$ cat config.mk
export PLATFORM = sky130hd
export DESIGN_NAME = bus_master
export DESIGN_NICKNAME = d
export VERILOG_FILES = /design/src/rtl/bus_master.sv
export SDC_FILE = /design/constraint.sdc
export NUM_CORES = 1
export LEC_CHECK = 0
export CORE_MARGIN = 4
export CORE_UTILIZATION = 47
export DETAILED_ROUTE_END_ITERATION = 8
export GPL_ROUTABILITY_DRIVEN = 0
export PLACE_DENSITY_LB_ADDON = 0.05
export RECOVER_POWER = 100
export SLEW_MARGIN = 20
export SYNTH_ARGS = -nofsm -noshare
export SYNTH_HDL_FRONTEND = slang
export SYNTH_SLANG_ARGS = --single-unit
$ cat constraint.sdc
create_clock -name CLK -period 5.35 [get_ports CLK]
set_input_delay 0.535 -clock CLK [delete_from_list [all_inputs] [get_ports CLK]]
set_output_delay 0.535 -clock CLK [all_outputs]
set_load 0.02 [all_outputs]
$ cat src/rtl/bus_master.sv
// Burst initiator for the shared memory-mapped bus: fill writes and streamed reads.
// One bus beat per cycle; all state frozen while the PLL is unlocked.
module bus_master #(
    parameter int unsigned ABITS = 32,
    parameter int unsigned DBITS = 32,
    parameter int unsigned CBITS = 8,
    parameter int unsigned ASTEP = 4
) (
    input  logic             CLK,
    input  logic             RSTN,
    input  logic             LOCK,
    input  logic             CMD_VALID,
    output logic             CMD_READY,
    input  logic             CMD_WR,
    input  logic [ABITS-1:0] CMD_ADDR,
    input  logic [DBITS-1:0] CMD_DATA,
    input  logic [CBITS-1:0] CMD_CNT,
    output logic             RSP_VALID,
    input  logic             RSP_READY,
    output logic [DBITS-1:0] RSP_DATA,
    output logic             RSP_LAST,
    output logic             DONE,
    output logic             BUSY,
    output logic [ABITS-1:0] ABUS,
    output logic [DBITS-1:0] WBUS,
    output logic             RE,
    output logic             WE,
    input  logic [DBITS-1:0] RBUS
);

    typedef enum logic [1:0] {S_IDLE, S_RD, S_WR, S_DRAIN} state_e;

    state_e             state_q, state_d;
    logic [ABITS-1:0]   abus_q, abus_d;
    logic [DBITS-1:0]   wbus_q, wbus_d;
    logic [CBITS-1:0]   rem_q, rem_d;
    logic [DBITS-1:0]   rsp_data_q, rsp_data_d;
    logic               rsp_valid_q, rsp_valid_d;
    logic               rsp_last_q, rsp_last_d;
    logic               done_q, done_d;
    logic               take;

    // State register
    always_ff @(posedge CLK or negedge RSTN) begin
        if (!RSTN) begin
            state_q <= S_IDLE;
        end else if (LOCK) begin
            state_q <= state_d;
        end
    end

    // Datapath registers
    always_ff @(posedge CLK or negedge RSTN) begin
        if (!RSTN) begin
            abus_q      <= '0;
            wbus_q      <= '0;
            rem_q       <= '0;
            rsp_data_q  <= '0;
            rsp_valid_q <= 1'b0;
            rsp_last_q  <= 1'b0;
            done_q      <= 1'b0;
        end else if (LOCK) begin
            abus_q      <= abus_d;
            wbus_q      <= wbus_d;
            rem_q       <= rem_d;
            rsp_data_q  <= rsp_data_d;
            rsp_valid_q <= rsp_valid_d;
            rsp_last_q  <= rsp_last_d;
            done_q      <= done_d;
        end
    end

    // Next-state and datapath update
    always_comb begin
        state_d     = state_q;
        abus_d      = abus_q;
        wbus_d      = wbus_q;
        rem_d       = rem_q;
        rsp_data_d  = rsp_data_q;
        rsp_valid_d = rsp_valid_q;
        rsp_last_d  = rsp_last_q;
        done_d      = 1'b0;
        take        = rsp_valid_q && RSP_READY;

        if (take) begin
            rsp_valid_d = 1'b0;
            rsp_last_d  = 1'b0;
        end

        unique case (state_q)
            S_IDLE: begin
                if (CMD_VALID && CMD_READY) begin
                    abus_d  = CMD_ADDR;
                    wbus_d  = CMD_DATA;
                    rem_d   = CMD_CNT;
                    state_d = CMD_WR ? S_WR : S_RD;
                end
            end
            S_WR: begin
                if (WE) begin
                    abus_d = abus_q + ABITS'(ASTEP);
                    rem_d  = rem_q - CBITS'(1);
                    if (rem_q == '0) begin
                        state_d = S_IDLE;
                        done_d  = 1'b1;
                    end
                end
            end
            S_RD: begin
                // A refill on the same edge as a take overrides the clear above
                if (RE) begin
                    rsp_data_d  = RBUS;
                    rsp_valid_d = 1'b1;
                    rsp_last_d  = (rem_q == '0);
                    abus_d      = abus_q + ABITS'(ASTEP);
                    rem_d       = rem_q - CBITS'(1);
                    if (rem_q == '0) begin
                        state_d = S_DRAIN;
                    end
                end
            end
            S_DRAIN: begin
                if (take) begin
                    state_d = S_IDLE;
                    done_d  = 1'b1;
                end
            end
            default: state_d = S_IDLE;
        endcase
    end

    // Outputs; strobes and ready are gated by LOCK combinationally
    always_comb begin
        CMD_READY = (state_q == S_IDLE) && LOCK;
        WE        = (state_q == S_WR) && LOCK;
        RE        = (state_q == S_RD) && LOCK && (!rsp_valid_q || RSP_READY);
        BUSY      = (state_q != S_IDLE);
        DONE      = done_q;
        ABUS      = abus_q;
        WBUS      = wbus_q;
        RSP_VALID = rsp_valid_q;
        RSP_DATA  = rsp_data_q;
        RSP_LAST  = rsp_last_q;
    end

endmodule

==> impl_metrics.toml <==
[sta]
report.final.slew_viol_count = 154
max_freq_mhz = 278
tns_ns = 0
slew_headroom = -1.32
worst_slack_ns = 1.75
setup-violations-final = 0
fin_crit_sh = 0.673
post-route-min-period_ns = 3.60
rsz0062_at_grt = "false"
hold_viol_final = 0
worst_pin_slew_ns = 3.48
hold_slack_ns = 0.482
fin_skew_ns = 0.00881

[route]
dr.pass1.iters = 4
vias = 4655
avgViaCountPerCell = 5.58
drtAntennaViolNets = 0
drt_wl_total_um = 15300
wl_per_cell_um = 18.3
drc = 0
drt_iter0_drc = 321

[power]
power.density_mw_per_mm2 = 606
p_leak_uw = 0.00313
swShare = 0.441
switchingPower_uw = 2030
ir_drop_uv = 420
seqPwrFrac = 0.339
clockPowerShare = 0.099
p_int_uw = 2580
combPwrFrac = 0.562

[hold_path]
min-delay-start = "DONE"
hp-class = "flip-flop to flip-flop"
hold-path-cell-count = 1

[placement]
placed_cells = 819
place_ws_ns = 1.89
dp_hpwl_um = 11500
io_buffers = 212

[worst_setup_path]
r2r-start = "state_q[1]"
crit_arrival_ns = 3.88
timing.critical_path.from = "state_q[1]"
critPathRequiredTime_ns = 5.63
cp-end-kind = "flip-flop"
worstSetupPathType = "flip-flop to flip-flop"
critical_path.max_fanout = 56
cp-start-kind = "flip-flop"
r2r_cells = 8

[clock_tree]
clkSlewWorstSetupHoldPaths_ns = 0.10
clock_path_buffers = 2
cts_resized = 0
cts_setup_buffers = 0
htree_num_levels = 3
cts_num_sinks = 109
cts_hold_buf = 0
insertion_delay_ns = 0.37
root_buffer = "clkbuf_8"
numCtsBuffers = 9
cts_tree = "done"

[final_layout]
instances_no_fill = 834
antenna_cells = 0
fillCellCount = 876
drive_gt1_frac = 0.127
finish.utilization = 0.698
syn2layout_area_growth_pct = 45.1
fin_nets = 809

[floorplan]
start_util = 0.481
die_x_um = 114
core_sq_mm = 0.0109
dieArea_sq_mm = 0.0129
rows = 38
io_pins = 213
die_h_um = 114

[synthesis]
syn_avg_cell_area_sq_um = 10.7
synth_edf_count = 0
async_flop_share = 1.00
synthesis.area_sq_mm = 0.00524
seq_area_frac_synth = 0.521
synth-seq-cells = 109
synthFlopType = "dfrtp_1"
syn_nets = 610
synthCells = 491
ys_types = 41
ys_warn_count = 0

[grt]
antenna_found_initial = 0
grt_remaining_overflow = 0
grt_pass1_wl_um = 24000
grt_pass1_vias = 4508
grt_use_total = 0.235
grt_max_degree = 75

[flow_run]
maxCapViolations = 3

[run_status]
run_status = "finished with violations"
violations = "capacitance limit, slew limit"
cells in the mapped netlist, types with 4 or more instances:
master | instances | share of area
dfrtp_1 | 109 | 0.52
and3_1 | 7 | 0.0084
ha_1 | 9 | 0.021
nand2_1 | 42 | 0.030
mux2i_1 | 5 | 0.0096
clkbuf_1 | 25 | 0.018
nand2b_1 | 5 | 0.0060
and2_1 | 6 | 0.0072
a2bb2oi_1 | 8 | 0.013
mux2_2 | 64 | 0.14
nand3_1 | 28 | 0.027
nand4_1 | 11 | 0.013
o22ai_1 | 21 | 0.025
a31oi_1 | 4 | 0.0048
nor4_1 | 6 | 0.0072
nor2_1 | 16 | 0.011
o21ai_0 | 24 | 0.023
a21oi_1 | 44 | 0.042
inv_1 | 12 | 0.0086
nor3_1 | 8 | 0.0076
cells in the final DEF (no fill, tap or decap), drive strengths merged, types with 3 or more instances in the layout:
cell type,Yosys,layout
dfrtp,109,109
clkdlybuf4s50,0,107
dlygate4sd3,0,104
mux2,64,64
a21oi,44,44
nand2,42,42
nand3,28,28
o21ai,24,24
o22ai,21,21
nor2,16,16
clkbuf,25,15
inv,12,12
nand4,11,11
ha,9,9
nor3,8,8
a2bb2oi,8,8
and3,7,7
nor4,6,6
and2,6,6
nand2b,5,5
mux2i,5,5
or4,4,4
a31oi,4,4
or2,3,3
o41ai,3,3
a31o,3,3
clkinv,0,3
per-stage QoR:
stage / total power (uW) / area, sq um
global route: 4930 / 7600
CTS: 4810 / 7640
global placement: 4260 / 7480
floorplan: 3160 / 5240
detailed placement: 4350 / 7480
finish: 4610 / 7600
registers in the layout (all words and copies together) (netlist names):
register,flops
ABUS,32
RSP_DATA,32
WBUS,32
rem_q,8
state_q,2
DONE,1
RSP_LAST,1
RSP_VALID,1
power by group through the flow:
stage	sequential, uW	clock, uW	combinational, uW
6_report	1560	455	2590
4_1_cts	1580	463	2760
3_5_place_dp	1600	0	2750
2_1_floorplan	1990	0	1170
5_1_grt	1630	500	2800
3_3_place_gp	1570	0	2690
worst max-delay path: stages, from the launching register on:
cell and delay, ns:
dfrtp_1 0.43, inv_1 0.11, ha_1 0.25, and3b_1 0.24, nor3_1 0.19, clkbuf_1 1.70, o21ai_0 0.22, nor2b_1 0.23
a21oi_1 0.12
area by class of cell:
cell class | instances | area (sq um) | share of cell area
inverter | 12 | 45.0 | 0.00592
clock buffer | 12 | 145 | 0.0191
timing repair buffer | 216 | 2140 | 0.281
sequential | 109 | 2730 | 0.359
multi-input combinational | 342 | 2350 | 0.309
clock inverter | 3 | 22.5 | 0.00296
tap | 140 | 175 | 0.0230
routing by layer:
| metal | vias up | track usage | part of all wire | wire length [um] |
|---|---|---|---|---|
| met5 | - | 0 | 0 | 0 |
| met4 | 0 | 0.0817 | 0.029 | 441 |
| met3 | 30 | 0.0515 | 0.069 | 1060 |
| met2 | 180 | 0.384 | 0.49 | 7440 |
| met1 | 2239 | 0.311 | 0.42 | 6350 |
| li1 | 2206 | - | - | - |
kinds of logic after synthesis:
logic type	count (synthesis)	synth area share
AOI/OAI and AO/OA	119	0.140
DFF	109	0.521
buffers and inverters	40	0.0287
adders and majority gates	9	0.0215
muxes	69	0.147
and+or+nand+nor	145	0.142
worst paths after layout:
| kind | end | slack [ns] |
|---|---|---|
| worst max-delay path | ABUS[13] | 1.75 |
| worst min-delay path | DONE | 0.48 |
| worst max register to register | ABUS[13] | 1.75 |
| worst min register to register | DONE | 0.48 |
| max in group asynchronous | WBUS[17] | 2.01 |
| min in group asynchronous | WBUS[16] | 1.32 |
Power figures use the tool's default switching activity.
